<file path="src/rtl/vga_pkg.sv">
// Shared types and default 640x480@60 timing for the VGA raster generator.
package vga_pkg;

  localparam int unsigned CW_DEF     = 8;
  localparam int unsigned H_DISP_DEF = 640;
  localparam int unsigned H_FP_DEF   = 16;
  localparam int unsigned H_SYNC_DEF = 96;
  localparam int unsigned H_BP_DEF   = 48;
  localparam int unsigned V_DISP_DEF = 480;
  localparam int unsigned V_FP_DEF   = 10;
  localparam int unsigned V_SYNC_DEF = 2;
  localparam int unsigned V_BP_DEF   = 33;

  localparam int unsigned H_TOT = H_DISP_DEF + H_FP_DEF + H_SYNC_DEF + H_BP_DEF;
  localparam int unsigned V_TOT = V_DISP_DEF + V_FP_DEF + V_SYNC_DEF + V_BP_DEF;

  typedef logic [9:0] coord_t;

  typedef struct packed {
    logic [CW_DEF-1:0] r;
    logic [CW_DEF-1:0] g;
    logic [CW_DEF-1:0] b;
  } rgb_t;

endpackage

</file>
<file path="src/rtl/vga_lock_sync.sv">
// Two-flop synchroniser bringing the PLL lock indication into the pixel clock domain.
module vga_lock_sync (
  input  logic clk,
  input  logic rst,
  input  logic async_in,
  output logic sync_out
);

  logic meta;

  always_ff @(posedge clk or posedge rst) begin
    if (rst) begin
      meta     <= 1'b0;
      sync_out <= 1'b0;
    end else begin
      meta     <= async_in;
      sync_out <= meta;
    end
  end

endmodule

</file>
<file path="src/rtl/vga_timing_gen.sv">
// VGA raster generator: lock-gated counters, request stage, and a two-stage
// alignment pipeline that lines returned RGB up with the sync/blank pins.
module vga_timing_gen
  import vga_pkg::*;
#(
  parameter int unsigned H_DISP = H_DISP_DEF,
  parameter int unsigned H_FP   = H_FP_DEF,
  parameter int unsigned H_SYNC = H_SYNC_DEF,
  parameter int unsigned H_BP   = H_BP_DEF,
  parameter int unsigned V_DISP = V_DISP_DEF,
  parameter int unsigned V_FP   = V_FP_DEF,
  parameter int unsigned V_SYNC = V_SYNC_DEF,
  parameter int unsigned V_BP   = V_BP_DEF,
  parameter int unsigned CW     = CW_DEF
) (
  input  logic          clk,
  input  logic          rst,
  input  logic          pll_locked,
  output logic          pix_req,
  output coord_t        pix_x,
  output coord_t        pix_y,
  input  logic [3*CW-1:0] pix_rgb,
  output logic          frame_start,
  output logic          vga_hs,
  output logic          vga_vs,
  output logic          vga_blank_n,
  output logic [CW-1:0] vga_r,
  output logic [CW-1:0] vga_g,
  output logic [CW-1:0] vga_b
);

  localparam coord_t H_LAST = coord_t'(H_DISP + H_FP + H_SYNC + H_BP - 1);
  localparam coord_t V_LAST = coord_t'(V_DISP + V_FP + V_SYNC + V_BP - 1);
  localparam coord_t H_ACT  = coord_t'(H_DISP);
  localparam coord_t V_ACT  = coord_t'(V_DISP);
  localparam coord_t HS_BEG = coord_t'(H_DISP + H_FP);
  localparam coord_t HS_END = coord_t'(H_DISP + H_FP + H_SYNC);
  localparam coord_t VS_BEG = coord_t'(V_DISP + V_FP);
  localparam coord_t VS_END = coord_t'(V_DISP + V_FP + V_SYNC);

  logic   run;
  coord_t hcnt, vcnt;
  logic   active, hs_i, vs_i;
  logic   hs_d1, vs_d1, blank_d1;

  vga_lock_sync u_lock_sync (
    .clk      (clk),
    .rst      (rst),
    .async_in (pll_locked),
    .sync_out (run)
  );

  // Counters sit at 0 while not running so a restart always begins at (0,0).
  always_ff @(posedge clk or posedge rst) begin
    if (rst) begin
      hcnt <= '0;
      vcnt <= '0;
    end else if (!run) begin
      hcnt <= '0;
      vcnt <= '0;
    end else if (hcnt == H_LAST) begin
      hcnt <= '0;
      vcnt <= (vcnt == V_LAST) ? '0 : vcnt + 1'b1;
    end else begin
      hcnt <= hcnt + 1'b1;
    end
  end

  always_comb begin
    active = (hcnt < H_ACT) && (vcnt < V_ACT);
    hs_i   = !((hcnt >= HS_BEG) && (hcnt < HS_END));
    vs_i   = !((vcnt >= VS_BEG) && (vcnt < VS_END));
  end

  always_ff @(posedge clk or posedge rst) begin
    if (rst) begin
      pix_req     <= 1'b0;
      pix_x       <= '0;
      pix_y       <= '0;
      frame_start <= 1'b0;
      hs_d1       <= 1'b1;
      vs_d1       <= 1'b1;
      blank_d1    <= 1'b0;
    end else if (!run) begin
      pix_req     <= 1'b0;
      pix_x       <= '0;
      pix_y       <= '0;
      frame_start <= 1'b0;
      hs_d1       <= 1'b1;
      vs_d1       <= 1'b1;
      blank_d1    <= 1'b0;
    end else begin
      pix_req     <= active;
      pix_x       <= active ? hcnt : '0;
      pix_y       <= active ? vcnt : '0;
      frame_start <= (hcnt == '0) && (vcnt == '0);
      hs_d1       <= hs_i;
      vs_d1       <= vs_i;
      blank_d1    <= active;
    end
  end

  // Pin stage also clears on !run so loss of lock blanks the pins one clock later.
  always_ff @(posedge clk or posedge rst) begin
    if (rst) begin
      vga_hs      <= 1'b1;
      vga_vs      <= 1'b1;
      vga_blank_n <= 1'b0;
      vga_r       <= '0;
      vga_g       <= '0;
      vga_b       <= '0;
    end else if (!run) begin
      vga_hs      <= 1'b1;
      vga_vs      <= 1'b1;
      vga_blank_n <= 1'b0;
      vga_r       <= '0;
      vga_g       <= '0;
      vga_b       <= '0;
    end else begin
      vga_hs      <= hs_d1;
      vga_vs      <= vs_d1;
      vga_blank_n <= blank_d1;
      {vga_r, vga_g, vga_b} <= blank_d1 ? pix_rgb : '0;
    end
  end

endmodule
</file>
<file path="config.mk">
export PLATFORM = sky130hd
export DESIGN_NAME = vga_timing_gen
export DESIGN_NICKNAME = d
export VERILOG_FILES = /design/src/rtl/vga_pkg.sv /design/src/rtl/vga_lock_sync.sv /design/src/rtl/vga_timing_gen.sv
export SDC_FILE = /design/constraint.sdc
export NUM_CORES = 1
export LEC_CHECK = 0
export ABC_CLOCK_PERIOD_IN_PS = 2700
export CAP_MARGIN = 10
export CORE_MARGIN = 2
export CORE_UTILIZATION = 40
export CTS_BUF_LIST = sky130_fd_sc_hd__clkbuf_2 sky130_fd_sc_hd__clkbuf_4 sky130_fd_sc_hd__clkbuf_8
export CTS_CLUSTER_DIAMETER = 120
export CTS_CLUSTER_SIZE = 12
export DETAILED_ROUTE_END_ITERATION = 6
export PLACE_DENSITY = 0.75
export SKIP_LAST_GASP = 1
export SLEW_MARGIN = 30
export SYNTH_ARGS = -nofsm -noshare
export SYNTH_HDL_FRONTEND = slang
export SYNTH_SLANG_ARGS = --single-unit
</file>
<file path="constraint.sdc">
create_clock -name clk -period 2.7 [get_ports clk]
set_clock_uncertainty 0.15 [all_clocks]
set_input_delay 0.54 -clock clk [delete_from_list [all_inputs] [get_ports clk]]
set_output_delay 0.54 -clock clk [all_outputs]
set_load 0.005 [all_outputs]
</file>
==> results.json, run 1 <==
{
  "swShare_pct": 23.8,
  "ant_nets": 0,
  "ys.warnings.count": 0,
  "wirelength_mm": 5.65,
  "timing.rr.start": "hcnt[0]",
  "yosys-top-cells-count": "69 x dfrtp_1, 26 x and3_1, 15 x and2_1",
  "grt_pass1_vias": 2005,
  "io_buffers": 75,
  "multi_input_area_um2": 887,
  "avgSynthCellArea_um2": 11.9,
  "grt_max_degree": 74,
  "sequentialPowerShare_pct": 55.5,
  "synth_seq_cells": 73,
  "synthSimpleGateAreaFrac_pct": 22.3,
  "synth_top_family_by_area": "simple AND/OR/NAND/NOR gates",
  "startpoint_type": "flip-flop",
  "whs_ns": 0.203,
  "synthMuxAreaShare_pct": 0,
  "finalInstanceArea_um2": 3840,
  "wl_per_cell_um": 13.6,
  "vias": 2033,
  "synth-edff-count": 0,
  "yosysMostFrequentCell": "dfrtp_1",
  "dpl-instance-area_um2": 3660,
  "power_leakage_nw": 1.75,
  "final-seq-area_um2": 1830,
  "antenna_found_initial": 0,
  "setup_viol": 0,
  "whs_path_depth": 0,
  "vias_per_cell": 4.89,
  "synth_top_area_share_pct": 61.2,
  "tightest_slew_ns": 0.632,
  "ys_seq_area_share_pct": 64.9,
  "synth_xor_area_share_pct": 2.48,
  "crit_path_end": "vcnt[9]",
  "synth_nets": 268,
  "power.switching_uw": 484,
  "cts_resized": 0,
  "overflow": 0,
  "crit_required_ns": 2.76,
  "finalHoldViolations": 0,
  "fin_crit_sh_pct": 82.1,
  "nFillCells": 584,
  "rsz0062_at_grt": "false",
  "fin_total_pwr_mw": 2.04,
  "path_clk_slew_ns": 0.07,
  "crit_type": "flip-flop to flip-flop",
  "cts_tree": "done",
  "die_area_um2": 7740,
  "synthTopCellsByArea": "dfrtp_1 61%, and3_1 5.8%, dfstp_2 3.7%, and2_1 3.3%, nor2_1 1.9%",
  "initial_utilization_pct": 41.5,
  "syn2layout_area_growth_pct": 35.9,
  "place_congestion": 0.870,
  "die_h_um": 88.0,
  "clk_latency_ns": 0.34,
  "end_kind": "flip-flop",
  "dr.pass1.iters": 4,
  "grt_pass1_wl_mm": 9.05,
  "hold_class": "flip-flop to flip-flop",
  "crit_fanout": 8,
  "synth_area_um2": 2820,
  "max_cap_violations": 0,
  "slew_viol_final": 0,
  "outcome": "finished, final reports clean",
  "final_nets": 346,
  "crit_arrival_ns": 2.28,
  "pre_cts_ws_ns": 0.484,
  "die_w_um": 88.0,
  "fin_ws_ns": 0.483,
  "layout-drive-gt1-share_pct": 9.38,
  "ys_types": 37,
  "critPathSlowestCell": "o21ai_1",
  "cp_cell_sequence": "ha_1, nand3_1, or3_1, o21ai_1, o211ai_2",
  "pwr-share-comb_pct": 7.5,
  "grt_use_total_pct": 15.6,
  "cpPeakStageDelay_ns": 0.55,
  "drt_iter0_markers": 130,
  "synthFlopType": "dfrtp_1",
  "syn_inst": 237,
  "peakVddDrop_v": 0.000256,
  "ios": 76,
  "cts.htree.levels": 3,
  "placementRows": 30,
  "clock-sinks": 73,
  "dpl.hpwl_mm": 3.97,
  "yosys.area.top_type": "dfrtp_1",
  "cts_setup_buffers": 0,
  "drcViolationCount": 0,
  "min_period_ns": 2.22,
  "synth_compound_area_share_pct": 4.79,
  "power_frac_clock_pct": 37.0,
  "r2r-end": "vcnt[9]",
  "p_per_area_nw_per_um2": 530,
  "relSlewSlack_pct": 57.6,
  "cts_max_path_buffers": 2,
  "coreArea_um2": 6790,
  "synth_fa_ha_area_share_pct": 1.77,
  "fmax_ghz": 0.451,
  "synthArstFlopShare_pct": 100,
  "hold_buffers": 0,
  "intPower_mw": 1.55,
  "fin_tns_setup_ns": 0,
  "cts_made_buffers": 9,
  "cp-startpoint": "hcnt[0]",
  "cts-root-buf": "clkbuf_8",
  "antenna_cells": 0,
  "r2r_slack_ns": 0.48,
  "reg2reg_depth": 5
}
[sequential cells by signal (all words and copies together), names as in the netlist, 8 cells and up]
register and cells:
pix_x 10, vga_g 8, hcnt 10, vga_b 8
vga_r 8, vcnt 10, pix_y 10
[critical path, delay by kind of cell, from the launching register on]
kind / cells / cell delay, ns
adders and majority gates: 1 / 0.21
and+or+nand+nor: 2 / 0.62
AOI/OAI and AO/OA: 2 / 0.69
DFF: 1 / 0.40
[per-stage QoR]
step	util, %	instances
2_1_floorplan	-	237
3_3_place_gp	53.9	400
3_5_place_dp	53.9	400
4_1_cts	56.5	416
5_1_grt	56.5	416
6_report	56.5	416
[cell type report]
class	count	area share, %
clock inverters	6	1.11
clock buffers	10	3.42
well taps	96	3.13
multi-input cells	144	23.1
repair buffers	79	20.7
inverters	8	0.783
flip-flops and latches	73	47.7
[routing by layer]
| layer | track usage (%) | routed length (um) | vias to the layer above |
|---|---|---|---|
| met5 | 0 | 0 | - |
| met4 | 7.55 | 112 | 0 |
| met3 | 4.05 | 364 | 10 |
| met2 | 25.6 | 2690 | 74 |
| met1 | 19.2 | 2480 | 978 |
| li1 | - | - | 971 |
[cell usage in the layout (no fill, tap or decap), drive strengths merged, types with 2 or more instances in the layout]
master / count
clkdlybuf4s50: 75
nand2: 7
nand4: 8
nand2b: 3
and3: 27
a21oi: 9
or3: 5
dfstp: 4
or4: 5
clkinvlp: 2
o31ai: 3
nand4b: 2
nand3: 8
clkinv: 2
dfrtp: 69
o21ai: 8
clkbuf: 10
nor2: 14
xor2: 5
ha: 4
and2: 16
nor3: 7
xnor2: 3
inv: 10
buf: 4
[power by group through the flow]
stage                     clock network, mW  registers [mW]  logic (mW)
after floorplan                           0            1.15      0.0553
after global placement                    0            1.15       0.155
after detailed placement                  0            1.15       0.156
after CTS                             0.767            1.13       0.157
after global routing                  0.822            1.13       0.171
final                                 0.753            1.13       0.153
[logic make-up after synthesis]
family / after synthesis
compound gates: 23
fa+ha+maj: 4
flops: 73
buf+inv: 20
other cells: 1
xor+xnor: 8
simple gates: 108
[how the worst min path moves through the flow]
stage / from / endpoint
global route: u_lock_sync.meta / u_lock_sync.sync_out
detailed placement: u_lock_sync.meta / u_lock_sync.sync_out
global placement: u_lock_sync.meta / u_lock_sync.sync_out
CTS: u_lock_sync.meta / u_lock_sync.sync_out
finish: u_lock_sync.meta / u_lock_sync.sync_out
floorplan: u_lock_sync.meta / u_lock_sync.sync_out
Power figures use the tool's default switching activity.
==> run 2, diff against run 1 <==
--- a/config.mk
+++ b/config.mk
@@ -5,7 +5,7 @@
 export SDC_FILE = /design/constraint.sdc
 export NUM_CORES = 1
 export LEC_CHECK = 0
-export ABC_CLOCK_PERIOD_IN_PS = 2700
+export ABC_CLOCK_PERIOD_IN_PS = 2240
 export CAP_MARGIN = 10
 export CORE_MARGIN = 2
 export CORE_UTILIZATION = 40
==> constraint.sdc (replaced) <==
create_clock -name clk -period 2.24 [get_ports clk]
set_clock_uncertainty 0.15 [all_clocks]
set_input_delay 0.448 -clock clk [delete_from_list [all_inputs] [get_ports clk]]
set_output_delay 0.448 -clock clk [all_outputs]
set_load 0.005 [all_outputs]
==> run 2 against run 1 <==
Compared with the run above:
- register-to-register slack lost 0.36 ns
- via count grew 2.9%
- global-route usage is 1.3 points higher
- fmax up 4.6%
- non-clock buffer count increased by 3
- sequential share of layout area shrank 1.3 points
- utilization grew 1.5 points
- clock power increased by 54%
- flip-flop and latch count did not move
- total power increased by 33%
- first-iteration DRC count fell by 20%
- critical path depth unchanged
==> results.json, run 2 (synthesized netlist as in run 1, its figures left out) <==
{
  "overflow": 0,
  "finalHoldViolations": 0,
  "die_w_um": 88.0,
  "pre_cts_ws_ns": 0.0630,
  "crit_required_ns": 2.36,
  "end_kind": "flip-flop",
  "final_common_cell": "clkdlybuf4s50_1",
  "grt_use_total_pct": 16.8,
  "fin_ws_ns": 0.120,
  "place_congestion": 0.915,
  "crit_path_end": "vcnt[9]",
  "cts_tree": "done",
  "slew_viol_final": 0,
  "finalInstanceArea_um2": 3940,
  "outcome": "finished, final reports clean",
  "drcViolationCount": 0,
  "cts.htree.levels": 3,
  "cts-root-buf": "clkbuf_8",
  "vias_per_cell": 4.98,
  "fmax_ghz": 0.472,
  "grt_pass1_vias": 2061,
  "cp_cell_sequence": "ha_1, nand3_2, or3_1, or4_1, o211ai_2",
  "antenna_cells": 0,
  "critPathSlowestCell": "or3_1",
  "timing.rr.start": "hcnt[0]",
  "cpPeakStageDelay_ns": 0.51,
  "cp-startpoint": "hcnt[0]",
  "dr.pass1.iters": 4,
  "cts_max_path_buffers": 2,
  "ant_nets": 0,
  "fin_crit_sh_pct": 94.7,
  "placed_cells": 403,
  "final_cells": 420,
  "crit_arrival_ns": 2.24,
  "power_leakage_nw": 1.79,
  "ios": 76,
  "drt_iter0_markers": 104,
  "wirelength_mm": 6.20,
  "startpoint_type": "flip-flop",
  "min_period_ns": 2.12,
  "syn2layout_area_growth_pct": 39.6,
  "dpl-instance-area_um2": 3690,
  "hold_buffers": 0,
  "post-route-util_pct": 58.0,
  "final_nets": 350,
  "clk_latency_ns": 0.35,
  "final_cell_mix": "75 x clkdlybuf4s50_1, 69 x dfrtp_1, 26 x and3_1",
  "peakVddDrop_v": 0.000354,
  "fin_total_pwr_mw": 2.71,
  "io_buffers": 75,
  "p_per_area_nw_per_um2": 689,
  "die_area_um2": 7740,
  "antenna_found_initial": 0,
  "reg2reg_depth": 5,
  "clock-sinks": 73,
  "setup_viol": 0,
  "tightest_slew_ns": 0.822,
  "crit_type": "flip-flop to flip-flop",
  "grt_pass1_wl_mm": 9.78,
  "placementRows": 30,
  "r2r-end": "vcnt[9]",
  "max_cap_violations": 0,
  "crit_fanout": 6,
  "initial_utilization_pct": 41.5,
  "wl_per_cell_um": 14.8,
  "layout-drive-gt1-share_pct": 11.1,
  "hold_class": "flip-flop to flip-flop",
  "coreArea_um2": 6790,
  "grt_max_degree": 74,
  "path_clk_slew_ns": 0.07,
  "die_h_um": 88.0,
  "cts_made_buffers": 9,
  "dpl.hpwl_mm": 3.98,
  "relSlewSlack_pct": 45.0,
  "r2r_slack_ns": 0.12,
  "vias": 2092
}
run 2: final cells by class:
| cell class | instances | area (um2) |
|---|---|---|
| repair buffers | 82 | 816 |
| well taps | 96 | 120 |
| flip-flops and latches | 73 | 1830 |
| clock buffers | 11 | 151 |
| fillers | 552 | 2850 |
| clock inverters | 5 | 77.6 |
| inverters | 8 | 33.8 |
| multi-input cells | 145 | 911 |
run 2: stage by stage:
step / hold slack, ns / setup TNS, ns
2_1_floorplan: 0.181 / 0
3_3_place_gp: 0.187 / 0
3_5_place_dp: 0.195 / 0
4_1_cts: 0.212 / 0
5_1_grt: 0.218 / -0.0183
6_report: 0.210 / 0
run 2: how the worst min path moves through the flow:
| stage | to | start | slack (ns) | cells after the start |
|---|---|---|---|---|
| final | u_lock_sync.sync_out | u_lock_sync.meta | 0.21 | 0 |
| after global routing | u_lock_sync.sync_out | u_lock_sync.meta | 0.22 | 0 |
| after CTS | u_lock_sync.sync_out | u_lock_sync.meta | 0.21 | 0 |
| after detailed placement | u_lock_sync.sync_out | u_lock_sync.meta | 0.20 | 0 |
| after global placement | u_lock_sync.sync_out | u_lock_sync.meta | 0.19 | 0 |
| after floorplan | u_lock_sync.sync_out | u_lock_sync.meta | 0.18 | 0 |
run 2: timing repair:
action,in CTS,in global routing
buffers inserted,0,0
gates resized for setup,0,3
hold endpoints to repair,0,0
endpoints found under the setup margin,0,2
run 2: where the power goes:
group / internal [mW] / leakage [nW] / switching, mW / total (mW)
clock: 0.684 / 0.115 / 0.478 / 1.16
sequential: 1.35 / 0.979 / 0.0148 / 1.36
combinational: 0.108 / 0.701 / 0.0833 / 0.191
total: 2.14 / 1.79 / 0.576 / 2.71
run 2: worst max-delay path, delay by kind of cell (launching register included):
kind	cells	cell delay [ns]
AO/OA/AOI/OAI	1	0.07
AND/OR/NAND/NOR	3	1.18
flip-flops	1	0.41
adder cells (fa/ha/maj)	1	0.24
run 2: metal layers:
layer	wire (um)	track usage (%)	up-vias
li1	-	-	983
met1	2660	20.5	1014
met2	2940	26.6	76
met3	393	5.28	19
met4	196	9.51	0
met5	0	0	-
